<file path="config.mk">
export PLATFORM = sky130hd
export DESIGN_NAME = alu_exec_pipe
export DESIGN_NICKNAME = d
export VERILOG_FILES = /design/src/rtl/alu_exec_pipe.sv
export SDC_FILE = /design/constraint.sdc
export NUM_CORES = 1
export LEC_CHECK = 0
export BUFFER_PORTS_ARGS = -buffer_cell sky130_fd_sc_hd__buf_2
export CORE_MARGIN = 3
export CORE_UTILIZATION = 25
export CTS_CLUSTER_DIAMETER = 80
export DETAILED_ROUTE_END_ITERATION = 10
export PLACE_DENSITY = 0.48
export SLEW_MARGIN = 20
export SYNTH_ARGS = -nofsm -noshare
export SYNTH_HDL_FRONTEND = slang
export SYNTH_SLANG_ARGS = --single-unit
</file>
<file path="constraint.sdc">
create_clock -name clk -period 14.4 [get_ports clk]
set_clock_uncertainty 0.05 [all_clocks]
set_input_delay 4.32 -clock clk [delete_from_list [all_inputs] [get_ports clk]]
set_output_delay 4.32 -clock clk [all_outputs]
set_load 0.02 [all_outputs]
</file>
<file path="src/rtl/alu_exec_pipe.sv">
// alu_exec_pipe: two-stage registered ALU execute unit with valid/ready on both sides.
// Stage 1 captures the operand bundle; stage 2 computes and holds result, zero, br_taken, illegal.
// Ports: clk, rst (async, active-high); in_valid/in_ready with src_a, src_b, alu_ctrl,
//   br_sel, is_branch; out_valid/out_ready with result, zero, br_taken, illegal;
//   op_count counts output handshakes and saturates instead of wrapping.
// Optional macro ALU_EXEC_FLAGS_EN adds registered carry, overflow and negative outputs.
module alu_exec_pipe #(
    parameter int WIDTH = 32,
    parameter int CNT_W = 16
) (
    input  logic             clk,
    input  logic             rst,
    input  logic             in_valid,
    output logic             in_ready,
    input  logic [WIDTH-1:0] src_a,
    input  logic [WIDTH-1:0] src_b,
    input  logic [2:0]       alu_ctrl,
    input  logic             br_sel,
    input  logic             is_branch,
    output logic             out_valid,
    input  logic             out_ready,
    output logic [WIDTH-1:0] result,
    output logic             zero,
    output logic             br_taken,
    output logic             illegal,
`ifdef ALU_EXEC_FLAGS_EN
    output logic             carry,
    output logic             overflow,
    output logic             negative,
`endif
    output logic [CNT_W-1:0] op_count
);

    localparam logic [2:0] OP_ADD = 3'b000;
    localparam logic [2:0] OP_SUB = 3'b001;
    localparam logic [2:0] OP_AND = 3'b010;
    localparam logic [2:0] OP_OR  = 3'b011;
    localparam logic [2:0] OP_SLT = 3'b101;

    localparam int MSB = WIDTH - 1;

    logic             s1_valid;
    logic [WIDTH-1:0] s1_a;
    logic [WIDTH-1:0] s1_b;
    logic [2:0]       s1_ctrl;
    logic             s1_sel;
    logic             s1_br;

    logic s1_advance;
    logic in_fire;
    logic out_fire;

    // S1 may move on whenever S2 is empty or is emptying this cycle.
    assign s1_advance = !out_valid || out_ready;
    assign in_ready   = !s1_valid || s1_advance;
    assign in_fire    = in_valid && in_ready;
    assign out_fire   = out_valid && out_ready;

    logic [WIDTH-1:0] add_r;
    logic [WIDTH-1:0] sub_r;
    logic [WIDTH-1:0] alu_res;
    logic             alu_ill;
    logic             alu_zero;
    logic             alu_br;
    logic             slt_bit;

`ifdef ALU_EXEC_FLAGS_EN
    logic [WIDTH:0] add_w;
    logic [WIDTH:0] sub_w;
    logic           f_c;
    logic           f_o;
    logic           f_n;

    // Sub as a + ~b + 1 so the top bit is directly "no borrow".
    assign add_w = {1'b0, s1_a} + {1'b0, s1_b};
    assign sub_w = {1'b0, s1_a} + {1'b0, ~s1_b} + {{WIDTH{1'b0}}, 1'b1};
    assign add_r = add_w[WIDTH-1:0];
    assign sub_r = sub_w[WIDTH-1:0];

    always_comb begin
        f_c = 1'b0;
        f_o = 1'b0;
        f_n = 1'b0;
        case (s1_ctrl)
            OP_ADD: begin
                f_c = add_w[WIDTH];
                f_o = (s1_a[MSB] == s1_b[MSB]) && (add_r[MSB] != s1_a[MSB]);
                f_n = add_r[MSB];
            end
            OP_SUB: begin
                f_c = sub_w[WIDTH];
                f_o = (s1_a[MSB] != s1_b[MSB]) && (sub_r[MSB] != s1_a[MSB]);
                f_n = sub_r[MSB];
            end
            default: begin
                f_c = 1'b0;
                f_o = 1'b0;
                f_n = 1'b0;
            end
        endcase
    end
`else
    assign add_r = s1_a + s1_b;
    assign sub_r = s1_a - s1_b;
`endif

    assign slt_bit = $signed(s1_a) < $signed(s1_b);

    always_comb begin
        alu_res = '0;
        alu_ill = 1'b0;
        case (s1_ctrl)
            OP_ADD:  alu_res = add_r;
            OP_SUB:  alu_res = sub_r;
            OP_AND:  alu_res = s1_a & s1_b;
            OP_OR:   alu_res = s1_a | s1_b;
            OP_SLT:  alu_res = {{(WIDTH-1){1'b0}}, slt_bit};
            default: alu_ill = 1'b1;
        endcase
    end

    // Illegal codes force result 0, so zero=1 and br_taken still follows it.
    assign alu_zero = (alu_res == '0);
    assign alu_br   = s1_br && (alu_zero ^ s1_sel);

    always_ff @(posedge clk or posedge rst) begin
        if (rst) begin
            s1_valid <= 1'b0;
            s1_a     <= '0;
            s1_b     <= '0;
            s1_ctrl  <= '0;
            s1_sel   <= 1'b0;
            s1_br    <= 1'b0;
        end else if (in_fire) begin
            s1_valid <= 1'b1;
            s1_a     <= src_a;
            s1_b     <= src_b;
            s1_ctrl  <= alu_ctrl;
            s1_sel   <= br_sel;
            s1_br    <= is_branch;
        end else if (s1_advance) begin
            s1_valid <= 1'b0;
        end
    end

    always_ff @(posedge clk or posedge rst) begin
        if (rst) begin
            out_valid <= 1'b0;
            result    <= '0;
            zero      <= 1'b0;
            br_taken  <= 1'b0;
            illegal   <= 1'b0;
`ifdef ALU_EXEC_FLAGS_EN
            carry     <= 1'b0;
            overflow  <= 1'b0;
            negative  <= 1'b0;
`endif
        end else if (s1_advance) begin
            out_valid <= s1_valid;
            if (s1_valid) begin
                result   <= alu_res;
                zero     <= alu_zero;
                br_taken <= alu_br;
                illegal  <= alu_ill;
`ifdef ALU_EXEC_FLAGS_EN
                carry    <= f_c;
                overflow <= f_o;
                negative <= f_n;
`endif
            end
        end
    end

    always_ff @(posedge clk or posedge rst) begin
        if (rst) begin
            op_count <= '0;
        end else if (out_fire && (op_count != {CNT_W{1'b1}})) begin
            op_count <= op_count + {{(CNT_W-1){1'b0}}, 1'b1};
        end
    end

endmodule

</file>
==> results of run 1 <==
==> worst register-to-register path: stages (launching register included) <==
cell	delay (ns)
dfrtp_1	0.38
inv_1	0.08
ha_1	0.23
fa_1	0.42
nor3_2	0.33
o311ai_2	0.19
a311oi_1	0.56
o31ai_1	0.17
xnor2_1	0.15
a221oi_1	0.56
o211ai_1	0.18
nor4_1	0.33
nand4b_1	0.18
nor4b_2	0.33
a41oi_1	0.25
xor2_1	0.20
o21ai_1	0.13
==> metal layers <==
layer	wire [µm]	global-route usage [%]	part of all wire [%]
met3	2000	3.82	6.1
met4	656	4.59	2.0
met1	15600	21.4	47
met2	14600	23.3	44
met5	34	0	0.10
==> layout by cell type, fill, tap and decap left out, drive strengths merged, types with 12 or more instances in the layout <==
master	n
mux2	72
o31ai	24
inv	108
a31oi	18
nor2	85
nor3	31
buf	132
ha	108
clkbuf	18
o211ai	16
nor2b	13
a21oi	74
dfrtp	122
a21o	12
o21ai	60
nand2	108
nand4	14
a211oi	28
xnor2	28
nand3	20
==> where the power goes <==
| group | internal [mW] | switching (mW) | leakage [nW] |
|---|---|---|---|
| clock | 0.258 | 0.179 | 0.283 |
| combinational | 0.307 | 0.536 | 3.65 |
| sequential | 0.415 | 0.0741 | 1.47 |
| total | 0.980 | 0.788 | 5.40 |
==> how the worst min path moves through the flow <==
stage / startpoint / endpoint / depth (start not counted) / slack, ns
final: result[24] / result[24] / 2 / 0.42
after global routing: result[24] / result[24] / 2 / 0.45
after CTS: result[24] / result[24] / 2 / 0.42
after floorplan: s1_valid / out_valid / 1 / 0.42
after global placement: result[27] / result[27] / 2 / 0.40
after detailed placement: result[24] / result[24] / 2 / 0.41
==> Yosys cell counts, drive strengths merged, types with 9 or more instances <==
cell / instances / area share (%)
o211ai: 16 / 1.2
nor2: 85 / 3.2
clkbuf: 35 / 1.3
nor3: 31 / 1.6
xnor2: 28 / 2.4
dfrtp: 122 / 30
nand3: 20 / 0.99
and2: 9 / 0.58
inv: 102 / 3.8
o21ai: 60 / 3.0
a211oi: 28 / 2.1
nand2: 108 / 4.0
mux2: 72 / 8.0
nor4: 9 / 0.56
ha: 108 / 13
nand4: 14 / 0.87
buf: 25 / 1.2
a21o: 12 / 0.89
nand2b: 11 / 0.68
a31oi: 18 / 1.1
o31ai: 24 / 1.8
a21oi: 74 / 3.7
nor2b: 13 / 0.80
==> cell families after synthesis <==
group | synth area share [%]
AND/OR/NAND/NOR | 15.9
multiplexers | 9.03
XOR/XNOR | 2.94
adder cells (fa/ha/maj) | 13.8
flip-flops | 30.2
AO/OA/AOI/OAI | 21.9
buffers and inverters | 6.25
==> final cells by class <==
class	instances	share of cell area (%)
inverters	102	3.26
clock inverters	14	1.34
flip-flops and latches	122	25.8
multi-input cells	883	54.6
diodes	2	0.0423
well taps	525	5.56
repair buffers	132	5.74
clock buffers	18	3.63
==> state kept, by name (all words and copies together) (netlist names) <==
| name | flops |
|---|---|
| s1_ctrl | 3 |
| op_count | 16 |
| illegal | 1 |
| s1_valid | 1 |
| s1_sel | 1 |
| br_taken | 1 |
| s1_b | 32 |
| s1_a | 32 |
| result | 32 |
| s1_br | 1 |
| zero | 1 |
| out_valid | 1 |
==> stage by stage <==
stage	area [µm²]	hold WS, ns
after global routing	11800	0.446
final	11800	0.415
after floorplan	10100	0.421
after CTS	11800	0.421
after global placement	11200	0.402
after detailed placement	11200	0.406
==> results.md, run 1 <==
- Footprint of the multi-input gates: 6450 µm²
- Synthesized net count: 1350
- I/O Buffers: 125
- Max H-tree Level: 4
- Setup TNS: 0 ns
- Worst EP arrival: 4.86 ns
- Resized cells post-CTS: 0
- Clk_lat worst skew: 0.44 ns
- Vias in the first global route: 8786
- Pre-CTS setup slack: 5.17 ns
- Crit Path Category: in -> out
- WP data required: 10.03 ns
- Io pins: 126
- # clock sinks: 122
- Pwr Density: 150 nW/µm²
- Yosys Warn Count: 0
- Final Util: 29.7%
- Die Height: 207 µm
- Global-route wire length before repair: 52000 µm
- Post-Synthesis Cell Area: 10100 µm²
- Reg2Reg Capture Point: br_taken
- Initial DRC count: 714
- Post-DP HPWL: 25200 µm
- Final Wtd Congestion: 0.894
- # DRC: 0
- Worst Path Buf+Inv: 2
- Share of layout cells above drive strength 1: 20.8%
- Number of synthesized flops with an enable pin: 0
- Clock transition at path regs: 0.06 ns
- PnR worst setup slack: 5.17 ns
- Post-CTS Setup Bufs: 0
- # setup viols final: 0
- # placed instances: 1764
- Crit path depth: 3
- Reg2reg path depth: 16
- Detailed Route WL: 32900 µm
- Post-route clock period utilization: 64.1%
- CTS tree: done
- Slew Viols, Final: 0
- Die W: 207 µm
- Worst hold-check path type: reg -> reg
- Setup crit end kind: output pin
- Average cell area after synthesis: 8.67 µm²
- Gate count of the mapped netlist: 1167
- Pleak: 5.40 nW
- DRT Pass-1 Iters: 5
- Seq cells post-synth: 122
- Via density per instance: 4.98
- Clk root buf: clkbuf_16
- Initial antenna violation count: 3
- CP peak stage delay: 0.23 ns
- Area occupied by registers: 3050 µm²
- GRT Total Usage: 15.3%
- Routed Antenna Nets: 0
- Most common cell on crit path: buf_2
- Register area share after synthesis: 30.2%
- Prevailing post-synth register cell: dfrtp_1
- Crit-path cells: buf_2 -> nand3b_1 -> buf_2
- Die ar.: 42900 µm²
- Core footprint: 39800 µm²
- TritonCTS Buffers: 17
- CP Launch Type: input port
- Worst VDD drop: 82.3 µV
- Measured slew at the worst slew-check pin: 1.00 ns
- Status: completed
- Achievable frequency: 108 MHz
- Via count: 8952
- Unique masters post-synth: 83
- DR WL/cell: 18.3 µm
- Min Tclk post-route: 9.23 ns
- Async SR Flop Fraction: 100%
- Number of cell rows: 73
- Power, Total: 1.77 mW
- Max-Slew Margin vs Limit: 33.2%
- RSZ-0062 raised after global routing: no
- Initial core utilization: 25.4%
- Fin cells: 1798
- Max clock buf depth: 2
- CP Launch Point: out_ready
- Pin count of the biggest net entering global routing: 70
- Reg2reg start: s1_a[0]
- Nets: 1441
- Worst Setup EP: in_ready
- Final Hold Vio Count: 0
- Fillers: 4354
- Max Cap Viol: 0
- Slowest-stage cell, CP: nand3b_1
- # hold bufs at CTS: 0
- Gr ovfl total: 0
- Crit Path Max Fanout: 3
- Worst reg2reg setup slack: 9.61 ns
- P&R area growth vs syn: 16.9%
- Crit-path leading delay family: buffers and inverters
Power figures use the tool's default switching activity.
==> inputs of run 2 (changes only) <==
--- a/config.mk
+++ b/config.mk
@@ -5,12 +5,13 @@
 export SDC_FILE = /design/constraint.sdc
 export NUM_CORES = 1
 export LEC_CHECK = 0
+export ABC_AREA = 1
 export BUFFER_PORTS_ARGS = -buffer_cell sky130_fd_sc_hd__buf_2
 export CORE_MARGIN = 3
 export CORE_UTILIZATION = 25
 export CTS_CLUSTER_DIAMETER = 80
 export DETAILED_ROUTE_END_ITERATION = 10
-export PLACE_DENSITY = 0.48
+export PLACE_DENSITY = 0.49
 export SLEW_MARGIN = 20
 export SYNTH_ARGS = -nofsm -noshare
 export SYNTH_HDL_FRONTEND = slang
==> constraint.sdc (replaced) <==
create_clock -name clk -period 8.2 [get_ports clk]
set_clock_uncertainty 0.05 [all_clocks]
set_input_delay 2.46 -clock clk [delete_from_list [all_inputs] [get_ports clk]]
set_output_delay 2.46 -clock clk [all_outputs]
set_load 0.02 [all_outputs]
==> results.md, run 2 <==
- Sequential fraction of design power: 24.7%
- Unique masters post-synth: 43
- GRT Total Usage: 16.9%
- P&R area growth vs syn: 14.4%
- Setup crit end kind: output pin
- Die Height: 220 µm
- Commonest non-fill, non-tap cell in the layout: nand2_1
- Final Wtd Congestion: 0.933
- Initial antenna violation count: 1
- Max clock buf depth: 2
- Largest regs: result x32, s1_a x32, s1_b x32
- GR Util met1: 23.4%
- # clock sinks: 122
- Resized cells post-CTS: 0
- # placed instances: 2426
- Async SR Flop Fraction: 100%
- Register area share after synthesis: 26.6%
- Initial core utilization: 25.7%
- M3 GR Usage: 3.10%
- Yosys top cell by area: dfrtp_1
- Die W: 220 µm
- Top-count cell post-synth: nand2_1
- Largest cells by area after synthesis: dfrtp_1 27%, nand2_1 16%, ha_1 12%
- Nets: 2037
- Number of synthesized flops with an enable pin: 0
- CP peak stage delay: 0.21 ns
- Internal power: 1.67 mW
- CTS tree: done
- Post-route clock period utilization: 67.1%
- Most common cell on crit path: buf_2
- TritonCTS Buffers: 17
- Pwr Density: 251 nW/µm²
- Power, Total: 3.30 mW
- Routed Antenna Nets: 0
- Measured slew at the worst slew-check pin: 1.15 ns
- Max-Slew Margin vs Limit: 23.2%
- Share of layout cells above drive strength 1: 16.5%
- Worst reg2reg setup slack: 4.92 ns
- Achievable frequency: 182 MHz
- Clock share of power: 22.9%
- Detailed Route WL: 40300 µm
- # hold bufs at CTS: 0
- Post-DP HPWL: 32900 µm
- Worst VDD drop: 113 µV
- CP Launch Type: input port
- NetSw: 1.62 mW
- # setup viols final: 0
- # DRC: 0
- I/O Buffers: 125
- Slew Viols, Final: 0
- Die ar.: 48600 µm²
- Post-Synthesis Cell Area: 11500 µm²
- Number of cell rows: 77
- Post-CTS Setup Bufs: 0
- Gr ovfl total: 0
- WP data required: 5.69 ns
- Gr busiest metal: met2
- Max H-tree Level: 4
- Via count: 11100
- Worst hold-check path type: reg -> reg
- Switch share: 49.3%
- Via density per instance: 4.53
- Most frequent cells in the layout: 486 x nand2_1, 295 x inv_1, 169 x nor2_1
- Synthesized net count: 1942
- Final antenna diode count: 0
- Top cells by count, synth: 487 x nand2_1, 296 x inv_1, 170 x nor2_1
- Yosys Warn Count: 0
- Part of the power in combinational logic: 52.3%
- Final Util: 29.3%
- Hold WS: 0.426 ns
- Setup TNS: 0 ns
- Vias in the first global route: 10900
- Average cell area after synthesis: 6.53 µm²
- Crit-path cells: buf_2 -> inv_1 -> nand3_1 -> buf_2
- Clk root buf: clkbuf_16
- Core footprint: 44800 µm²
- Fin cells: 2458
- Met2 Usage GRT: 26.9%
- Pleak: 7.20 nW
- Area share of the largest cell type after synthesis: 26.6%
- Max Cap Viol: 0
- Clock transition at path regs: 0.06 ns
- Initial DRC count: 747
- Global-route wire length before repair: 61800 µm
- Gate count of the mapped netlist: 1759
- DRT Pass-1 Iters: 5
- Clk_lat worst skew: 0.46 ns
- Io pins: 126
- DR WL/cell: 16.4 µm
- Seq cells post-synth: 122
- Prevailing post-synth register cell: dfrtp_1
- Status: completed
- Worst EP arrival: 2.99 ns
- Pin count of the biggest net entering global routing: 75
- Min Tclk post-route: 5.50 ns
- Final Hold Vio Count: 0
- Crit Path Max Fanout: 3
- Crit Path Category: in -> out
- RSZ-0062 raised after global routing: no
- Slowest-stage cell, CP: buf_2
run 2: changes by cell type after synthesis, sizes merged, moves of 23 or more:
cell,delta
nand2,+417
nand3,+133
nor2,+123
inv,+219
mux2,-71
a21oi,+45
o31ai,-23
a211oi,-28
o21ai,-30
xnor2,-24
run 2: metal layers:
layer	wire length [µm]	share of wire (%)
met5	0	0
met3	2050	5.1
met2	18000	45
met4	633	1.6
met1	19700	49
run 2: cell type report:
class / instances / area (µm²)
sequential: 122 / 3050
fill: 5061 / 31700
clock inverter: 12 / 116
tap: 592 / 741
inverter: 323 / 1210
multi-input combinational: 1258 / 6870
clock buffer: 19 / 453
timing repair buffer: 132 / 698
run 2: worst paths after layout:
| check | cells after the start | endpoint | startpoint |
|---|---|---|---|
| min | 2 | result[23] | result[23] |
| max reg2reg | 20 | br_taken | s1_a[4] |
| min reg2reg | 2 | result[23] | result[23] |
| max | 4 | in_ready | out_ready |
| max in group asynchronous | 4 | op_count[11] | rst |
| min in group asynchronous | 2 | result[31] | rst |
run 2: stage by stage:
stage,worst slack [ns],area [µm²]
after floorplan,2.45,11500
after global placement,2.71,12500
after detailed placement,2.70,12500
after CTS,2.70,13100
after global routing,2.65,13100
final,2.70,13100
run 2: kinds of logic (layout without fill, tap and decap cells):
kind of cell             after synthesis  count (layout)  share of synthesized area (%)
XOR/XNOR                              14              14                           1.07
flip-flops                           122             122                           26.6
AO/OA/AOI/OAI                        191             191                           9.41
adder cells (fa/ha/maj)              110             110                           12.1
AND/OR/NAND/NOR                      942             942                           36.9
multiplexers                           1               1                         0.0980
buffers and inverters                379             486                           13.8
run 2: critical path: cells and delay by family:
| kind | cells | cell delay [ns] |
|---|---|---|
| buffers and inverters | 3 | 0.38 |
| and+or+nand+nor | 1 | 0.15 |
run 2: power by group through the flow:
stage	registers, mW	clock network, mW	logic (mW)
6_report	0.815	0.756	1.73
5_1_grt	0.835	0.804	1.93
4_1_cts	0.817	0.778	1.73
3_5_place_dp	0.827	0	1.72
3_3_place_gp	0.820	0	1.71
2_1_floorplan	0.902	0	1.16
==> inputs of run 3 (changes only) <==
==> constraint.sdc (replaced) <==
create_clock -name clk -period 5.05 [get_ports clk]
set_clock_uncertainty 0.05 [all_clocks]
set_input_delay 1.515 -clock clk [delete_from_list [all_inputs] [get_ports clk]]
set_output_delay 1.515 -clock clk [all_outputs]
set_load 0.02 [all_outputs]
==> results.md, run 3 (synthesized netlist as in run 2, its figures left out) <==
- Status: completed
- Detailed Route WL: 40200 µm
- WP data required: 3.49 ns
- CTS tree: done
- Clk_lat worst skew: 0.47 ns
- Core footprint: 44800 µm²
- Post-CTS Setup Bufs: 0
- Initial core utilization: 25.7%
- Power, Total: 5.35 mW
- # clock sinks: 122
- Die ar.: 48600 µm²
- Via count: 11100
- Min Tclk post-route: 3.61 ns
- Global-route wire length before repair: 62000 µm
- Io pins: 126
- Post-DP HPWL: 33200 µm
- Reg2reg start: s1_a[18]
- TritonCTS Buffers: 17
- Via density per instance: 4.50
- Footprint of the multi-input gates: 6870 µm²
- DR WL/cell: 16.4 µm
- # DRC: 0
- Die Height: 220 µm
- NetSw: 2.61 mW
- Initial antenna violation count: 0
- Crit Path Category: in -> out
- Gr ovfl total: 0
- Share of layout cells above drive strength 1: 16.4%
- Pin count of the biggest net entering global routing: 74
- Max-Slew Margin vs Limit: 35.6%
- Most frequent cells in the layout: 486 x nand2_1, 295 x inv_1, 169 x nor2_1
- Slew Viols, Final: 0
- Pwr Density: 407 nW/µm²
- Final Hold Vio Count: 0
- # hold bufs at CTS: 0
- I/O Buffers: 125
- Internal power: 2.74 mW
- Worst hold-check path type: reg -> reg
- Max H-tree Level: 4
- Die W: 220 µm
- Fillers: 5092
- Clk root buf: clkbuf_16
- Max Cap Viol: 0
- Worst reg2reg setup slack: 1.78 ns
- P&R area growth vs syn: 14.5%
- RSZ-0062 raised after global routing: no
- Worst VDD drop: 202 µV
- Setup crit end kind: output pin
- Routed Antenna Nets: 0
- Area occupied by registers: 3050 µm²
- Sequential fraction of design power: 24.6%
- Initial DRC count: 777
- Part of the power in combinational logic: 52.4%
- Clock share of power: 23.0%
- DRT Pass-1 Iters: 5
- GRT Total Usage: 16.9%
- # placed instances: 2427
- Final antenna diode count: 0
- Final Wtd Congestion: 0.936
- Nets: 2037
- Setup TNS: 0 ns
- Crit Path Max Fanout: 3
- CP Launch Type: input port
- Post-route clock period utilization: 71.5%
- Vias in the first global route: 10800
- Commonest non-fill, non-tap cell in the layout: nand2_1
- Largest regs: result x32, s1_a x32, s1_b x32
- Number of cell rows: 77
- # setup viols final: 0
- Max clock buf depth: 2
- Worst EP arrival: 2.04 ns
- Pleak: 7.21 nW
- CP Launch Point: out_ready
- Measured slew at the worst slew-check pin: 0.966 ns
- Fin cells: 2459
- Clock transition at path regs: 0.06 ns
- HP Start: result[22]
- Resized cells post-CTS: 0
- Achievable frequency: 277 MHz
- Switch share: 48.8%
==> run 3: critical path, stage by stage <==
cell and delay, ns:
buf_2 0.11, inv_1 0.06, nand3_1 0.15, buf_2 0.21
==> run 3: cell type report <==
cell class	instances	share of cell area, %
Clock buffer	19	3.29
Clock inverter	13	1.09
Tap cell	592	5.63
Sequential cell	122	23.2
Inverter	323	9.23
Multi-Input combinational cell	1258	52.2
Timing Repair Buffer	132	5.34
==> run 3: power groups by stage <==
| stage | Combinational, mW | Sequential, mW | Clock (mW) |
|---|---|---|---|
| floorplan | 1.89 | 1.46 | 0 |
| global placement | 2.79 | 1.33 | 0 |
| detailed placement | 2.79 | 1.34 | 0 |
| CTS | 2.81 | 1.32 | 1.27 |
| global route | 3.15 | 1.35 | 1.32 |
| finish | 2.80 | 1.32 | 1.23 |
==> run 3: metal layers <==
layer  routed length, µm  share of wire (%)  vias to the layer above  global-route usage, %
met5                   0                  0                        -                      0
met3                1930                4.8                       30                   3.12
met2               18000                 45                      255                   27.0
met4                 580                1.4                        0                   4.36
li1                    -                  -                     5658                      -
met1               19700                 49                     5124                   23.5
==> run 3: final timing paths <==
check | endpoint | depth (start not counted)
worst min-delay path | result[22] | 2
min in group asynchronous | result[29] | 2
worst max-delay path | in_ready | 4
max in group asynchronous | s1_b[11] | 3
worst max register to register | br_taken | 17
worst min register to register | result[22] | 2
==> run 3: through the flow <==
stage	setup slack [ns]	hold slack [ns]	cell area, µm²	util (%)
4_1_cts	1.44	0.431	13200	29.4
6_report	1.44	0.426	13200	29.4
5_1_grt	1.38	0.448	13200	29.4
2_1_floorplan	0.242	0.431	11500	-
3_5_place_dp	1.44	0.415	12600	28.1
3_3_place_gp	1.44	0.410	12600	28.1
